--- src/rtl/ch4_pkg.sv ---
// Shared constants and types for the channel 4 noise generator.
// Divider base table, LFSR seed, full-length value and the NR42 envelope layout.
package ch4_pkg;

  // Base divisor for nr43[2:0]; index 0 is the rightmost entry.
  localparam logic [7:0][4:0] DIV_TAB = {5'd28, 5'd24, 5'd20, 5'd16,
                                         5'd12, 5'd8,  5'd4,  5'd2};

  localparam logic [14:0] LFSR_SEED = 15'h7FFF;
  localparam int          LEN_MAX   = 64;

  // Field order mirrors the NR42 register, so a plain cast unpacks it.
  typedef struct packed {
    logic [3:0] vol;
    logic       dir;
    logic [2:0] period;
  } env_t;

endpackage

--- src/rtl/ch4_envelope.sv ---
// Channel 4 volume envelope: vol register and period counter, stepped by tick_env.
// One clk from trigger/tick to new vol; no backpressure, pulses are always accepted.
module ch4_envelope
  import ch4_pkg::*;
(
  input  logic       clk,
  input  logic       apu_reset,
  input  logic       trigger,
  input  logic       tick_env,
  input  logic [7:0] nr42,
  output logic [3:0] vol
);

  env_t       cfg;
  logic [2:0] env_cnt;
  logic       halted;

  assign cfg = env_t'(nr42);

  always_ff @(posedge clk) begin
    if (apu_reset) begin
      vol     <= 4'd0;
      env_cnt <= 3'd0;
      halted  <= 1'b0;
    end else if (trigger) begin
      vol     <= cfg.vol;
      env_cnt <= cfg.period;
      halted  <= 1'b0;
    end else if (tick_env && (cfg.period != 3'd0) && !halted) begin
      // A count of 0 here means the period was changed from 0; treat it as due.
      if (env_cnt <= 3'd1) begin
        env_cnt <= cfg.period;
        if (cfg.dir) begin
          if (vol == 4'hF) halted <= 1'b1;
          else             vol    <= vol + 4'd1;
        end else begin
          if (vol == 4'h0) halted <= 1'b1;
          else             vol    <= vol - 4'd1;
        end
      end else begin
        env_cnt <= env_cnt - 3'd1;
      end
    end
  end

endmodule

--- src/rtl/ch4_noise_gen.sv ---
// Channel 4 noise generator: divider, LFSR, length counter and registered 4-bit sample (1 clk latency).
// No backpressure; optional CH4_LFSR_OBS_EN adds the lfsr_q debug readback port.
module ch4_noise_gen
  import ch4_pkg::*;
#(
  parameter int DIV_W = 20,
  parameter int LEN_W = 6
)(
  input  logic             clk,
  input  logic             apu_reset,
  input  logic             tick_1m,
  input  logic             tick_len,
  input  logic             tick_env,
  input  logic             len_load,
  input  logic [LEN_W-1:0] len_data,
  input  logic [7:0]       nr42,
  input  logic [7:0]       nr43,
  input  logic             len_en,
  input  logic             trigger,
  output logic [3:0]       ch4_out,
  output logic             ch4_active,
  output logic             dac_en
`ifdef CH4_LFSR_OBS_EN
  ,
  output logic [14:0]      lfsr_q
`endif
);

  // One extra bit so a full length of 64 is distinct from an expired counter.
  localparam int CNT_W = LEN_W + 1;

  logic [DIV_W-1:0] divider;
  logic [DIV_W-1:0] period;
  logic [14:0]      lfsr;
  logic [14:0]      lfsr_step;
  logic             lfsr_fb;
  logic             lfsr_hold;
  logic             div_expire;
  logic [CNT_W-1:0] length;
  logic [CNT_W-1:0] length_ld;
  logic [CNT_W-1:0] length_cur;
  logic [3:0]       vol;

  assign dac_en     = |nr42[7:3];
  assign period     = DIV_W'(DIV_TAB[nr43[2:0]]) << nr43[7:4];
  assign lfsr_hold  = nr43[7:4] >= 4'd14;
  assign div_expire = divider <= DIV_W'(1);
  assign length_ld  = CNT_W'(LEN_MAX) - CNT_W'(len_data);
  assign length_cur = len_load ? length_ld : length;
  assign lfsr_fb    = lfsr[0] ^ lfsr[1];

  always_comb begin
    lfsr_step = {lfsr_fb, lfsr[14:1]};
    if (nr43[3]) lfsr_step[6] = lfsr_fb;
  end

  always_ff @(posedge clk) begin
    if (apu_reset) begin
      divider    <= '0;
      lfsr       <= LFSR_SEED;
      length     <= '0;
      ch4_active <= 1'b0;
      ch4_out    <= 4'd0;
    end else begin
      ch4_out <= (ch4_active && !lfsr[0]) ? vol : 4'd0;
      if (trigger) begin
        divider    <= period;
        lfsr       <= LFSR_SEED;
        length     <= (length_cur == '0) ? CNT_W'(LEN_MAX) : length_cur;
        ch4_active <= dac_en;
      end else begin
        if (!dac_en) ch4_active <= 1'b0;

        if (len_load) begin
          length <= length_ld;
        end else if (tick_len && len_en && (length != '0)) begin
          length <= length - CNT_W'(1);
          if (length == CNT_W'(1)) ch4_active <= 1'b0;
        end

        if (tick_1m) begin
          if (div_expire) begin
            divider <= period;
            if (!lfsr_hold) lfsr <= lfsr_step;
          end else begin
            divider <= divider - DIV_W'(1);
          end
        end
      end
    end
  end

  ch4_envelope u_env (
    .clk       (clk),
    .apu_reset (apu_reset),
    .trigger   (trigger),
    .tick_env  (tick_env),
    .nr42      (nr42),
    .vol       (vol)
  );

`ifdef CH4_LFSR_OBS_EN
  assign lfsr_q = lfsr;
`endif

endmodule

--- config.mk ---
export PLATFORM = sky130hd
export DESIGN_NAME = ch4_noise_gen
export DESIGN_NICKNAME = d
export VERILOG_FILES = /design/src/rtl/ch4_pkg.sv /design/src/rtl/ch4_envelope.sv /design/src/rtl/ch4_noise_gen.sv
export SDC_FILE = /design/constraint.sdc
export NUM_CORES = 1
export LEC_CHECK = 0
export CAP_MARGIN = 5
export CORE_ASPECT_RATIO = 0.75
export CORE_MARGIN = 2
export CORE_UTILIZATION = 55
export DETAILED_ROUTE_END_ITERATION = 10
export PLACE_DENSITY_LB_ADDON = 0.25
export SYNTH_ARGS = -nofsm -noshare
export SYNTH_HDL_FRONTEND = slang
export SYNTH_SLANG_ARGS = --single-unit
--- constraint.sdc ---
create_clock -name clk -period 2.5 [get_ports clk]
set_input_delay 0.25 -clock clk [delete_from_list [all_inputs] [get_ports clk]]
set_output_delay 0.25 -clock clk [all_outputs]
set_load 0.1 [all_outputs]
==> flow_metrics.tcl <==
set metrics [dict create \
    timing.final.setup_violations 0 \
    drt-wirelength-per-cell_um 15.0 \
    period_minus_slack_ns 2.38 \
    reg2reg_depth 8 \
    synth_top_family_by_area "simple AND/OR/NAND/NOR gates" \
    htree_levels 2 \
    final.period_utilization_pct 95.0 \
    synth_area_leaders "sky130_fd_sc_hd__dfxtp_1 (32%), sky130_fd_sc_hd__nand2_1 (6.4%), sky130_fd_sc_hd__a21oi_1 (5.0%)" \
    clock_path_buffers 2 \
    clock_sinks 55 \
    setup.reg_to_reg.worst_slack_ns 0.12 \
    worst_skew_pair_later_pin_latency_ns 0.31 \
    die-area_um2 6840 \
    postLayoutCoreUtil_pct 69.5 \
    final_nets 540 \
    grt_max_degree 38 \
    place_inst 569 \
    boundaryPins 36 \
    critical_path.max_stage_delay_ns 0.58 \
    worst-setup-path-type "flop to flop" \
    synth.most_common_cell "sky130_fd_sc_hd__nand2_1" \
    worstHoldStart "lfsr[10]$_SDFFE_PP1P_" \
    synth_compound_area_share_pct 21.6 \
    fin_tns_setup_ns 0 \
    drt_pre_antenna_iters 6 \
    synth.top_cells.by_count "sky130_fd_sc_hd__nand2_1 (58), sky130_fd_sc_hd__dfxtp_1 (55), sky130_fd_sc_hd__nor2_1 (37), sky130_fd_sc_hd__a21oi_1 (34), sky130_fd_sc_hd__o21ai_0 (32)" \
    route.vias.total 3537 \
    reg2reg_from "divider[6]$_SDFFE_PP0P_" \
    report.final.slew_viol_count 0 \
    cts_resized 0 \
    worstPathArrival_ns 2.63 \
    finalPower_uw 3010 \
    vertical_extent_of_the_die_um 72.1 \
    p_sw_uw 1180 \
    cell_count_final_fillers_out 578 \
    synth_top_area_share_pct 32.4 \
    worstHoldEndpoint "lfsr[10]$_SDFFE_PP1P_" \
    detailed_place_hpwl_um 6320 \
    ys.warnings.count 0 \
    crit-reg2reg-capture "lfsr[0]$_SDFFE_PP1P_" \
    clk_pin_slew_ns 0.10 \
    setup.worst_path.end_class "flop" \
    initial_utilization_pct 57.8 \
    synth_xor_xnor_area_share_pct 2.83 \
    synth-adder-area-share_pct 4.27 \
    gp_routability_congestion 0.873 \
    path_cells "or4_1, buf_4, or2_4, or4_4, nor2_4, buf_12, nand2_1, nand3_1" \
    seq_power_share_pct 36.5 \
    setup_slack_ns 0.124 \
    share_of_post_route_cells_with_drive_strength_above_1_pct 12.0 \
    synth_top_area_cell "sky130_fd_sc_hd__dfxtp_1" \
    power_switching_share_pct 39.0 \
    grt.overflow.total 0 \
    worstMarginPinSlew_ns 0.558 \
    cts-hold-fix-buffers 0 \
    number_of_global_route_vias_before_repair 3175 \
    rows 24 \
    max-cap-violations 0 \
    relSlewSlack_pct 62.7 \
    grt_pass1_wl_um 14600 \
    timing.hold.worst_path_depth 2 \
    design.core.area_um2 5890 \
    yosys-mux-area-fraction_pct 2.76 \
    floorplan.die.width_um 94.8 \
    postSynth.topFlopCell "sky130_fd_sc_hd__dfxtp_1" \
    dp_worst_setup_slack_ns 0.0485 \
    run_status "finished clean" \
    route.detailed.drc 0 \
    grtUsageTotal_pct 26.2 \
    hold_crit_class "flop to flop" \
    synth_enable_flop_cells 0 \
    fin_skew_ns 0.00780 \
    cp_data_required_time_ns 2.76 \
    async_s_r_ff_share_synth_pct 0 \
    port_buffers 35 \
    power.internal_uw 1840 \
    cts_buf_count 5 \
    n_antenna_cell 0 \
    mappedNetlistNets 494 \
    pwr-share-comb_pct 46.1 \
    critical-path-slowest-cell "sky130_fd_sc_hd__or4_1" \
    synth_simple_gate_area_share_pct 31.0 \
    clock-root-buffer "sky130_fd_sc_hd__clkbuf_8" \
    worst_ir_drop_vdd_mv 0.461 \
    syn-instance-count 453 \
    violation_count_after_the_first_detailed_route_iteration 336 \
    grt_antenna_before_repair 0 \
    avgViaCountPerCell 6.12 \
    syn_avg_cell_area_um2 7.51 \
    detail-route-antenna-nets 0 \
    hold_viol_final 0 \
    powerDensity_nw_per_um2 737 \
    rsz0062_at_grt "false" \
    synthesis.area_um2 3400 \
    final_wirelength_um 8660 \
    clock_power_share_pct 17.4 \
    maxClockFrequency_mhz 421 \
    clock_tree_from_tritoncts "yes" \
    critical_path_peak_fanout 13 \
    seq_area_frac_synth_pct 32.4 \
    cts.repair_timing.setup_buffer_count 0 \
    p_leak_uw 0.00160 \
    startpoint_type "flop" \
    number_of_flip_flops_and_latches_in_the_synthesized_netlist 55 \
    area_delta_synth_final_pct 20.2 \
    netlist-cell-type-count 61 \
]
placed cells by master, fill, tap and decap left out, types with 5 or more instances in the layout:
| master | instances |
|---|---|
| sky130_fd_sc_hd__a21oi_1 | 34 |
| sky130_fd_sc_hd__buf_4 | 34 |
| sky130_fd_sc_hd__xnor2_1 | 7 |
| sky130_fd_sc_hd__clkbuf_8 | 6 |
| sky130_fd_sc_hd__nand3b_1 | 7 |
| sky130_fd_sc_hd__nand3_1 | 30 |
| sky130_fd_sc_hd__mux2i_1 | 6 |
| sky130_fd_sc_hd__inv_1 | 15 |
| sky130_fd_sc_hd__nor2_1 | 37 |
| sky130_fd_sc_hd__o21ai_0 | 32 |
| sky130_fd_sc_hd__ha_1 | 10 |
| sky130_fd_sc_hd__a211oi_1 | 9 |
| sky130_fd_sc_hd__nand4_1 | 6 |
| sky130_fd_sc_hd__dfxtp_1 | 55 |
| sky130_fd_sc_hd__nor3_1 | 22 |
| sky130_fd_sc_hd__nand2_1 | 58 |
| sky130_fd_sc_hd__and2_1 | 5 |
| sky130_fd_sc_hd__nor4_1 | 10 |
| sky130_fd_sc_hd__a31oi_1 | 12 |
| sky130_fd_sc_hd__clkdlybuf4s50_1 | 29 |
worst max path at each step:
stage / startpoint / to / slack [ns]
after floorplan: divider[10]$_SDFFE_PP0P_ / lfsr[10]$_SDFFE_PP1P_ / 0.27
after global placement: len_data[0] / length[6]$_SDFFE_PP0P_ / 0.12
after detailed placement: len_data[0] / length[6]$_SDFFE_PP0P_ / 0.05
after CTS: divider[6]$_SDFFE_PP0P_ / lfsr[1]$_SDFFE_PP1P_ / 0.05
after global routing: divider[6]$_SDFFE_PP0P_ / divider[5]$_SDFFE_PP0P_ / 0.01
final: divider[6]$_SDFFE_PP0P_ / lfsr[0]$_SDFFE_PP1P_ / 0.12
per-stage QoR:
stage | instance area (um2) | hold WS, ns
CTS | 4070 | 0.477
global route | 4090 | 0.487
finish | 4090 | 0.473
detailed placement | 3970 | 0.454
floorplan | 3400 | 0.395
global placement | 3970 | 0.447
cells by family (layout without fill, tap and decap cells):
family          count (synthesis)  after routing
mux                             9              9
fa+ha+maj                      11             11
simple gates                  206            206
flops                          55             55
xor+xnor                       11             11
buf+inv                        43             90
compound gates                118            118
metal layers:
layer  GRT usage (%)  up-vias  wire [um]
met3            3.95       16        550
li1                -     1748          -
met2            41.3      134       3870
met1            37.1     1639       4110
met4            8.21        0        130
met5               0        -          0
flip-flops by register name, indices dropped and copies added (netlist names):
signal / flops
divider: 20
length: 7
lfsr: 15
ch4_active: 1
ch4_out: 4
u_env.halted: 1
u_env.env_cnt: 3
u_env.vol: 4
area by class of cell:
type	count	area, um2
Clock buffer	6	82.6
Clock inverter	2	16.3
Fill cell	505	1800
Inverter	16	60.1
Multi-Input combinational cell	355	2120
Sequential cell	55	1100
Tap cell	78	97.6
Timing Repair Buffer	66	606
power by group through the flow:
stage          sequential (uW)  combinational, uW  clock (uW)
3_3_place_gp              1110               1320           0
4_1_cts                   1100               1350         544
6_report                  1100               1390         525
2_1_floorplan             1100                950           0
3_5_place_dp              1110               1350           0
5_1_grt                   1120               1540         578
worst max-delay path, delay by kind of cell, from the launching register on:
family	cells	cell delay, ns
AND/OR/NAND/NOR	6	1.63
buffers and inverters	2	0.33
flip-flops	1	0.36
(Power assumes the default switching activity.)
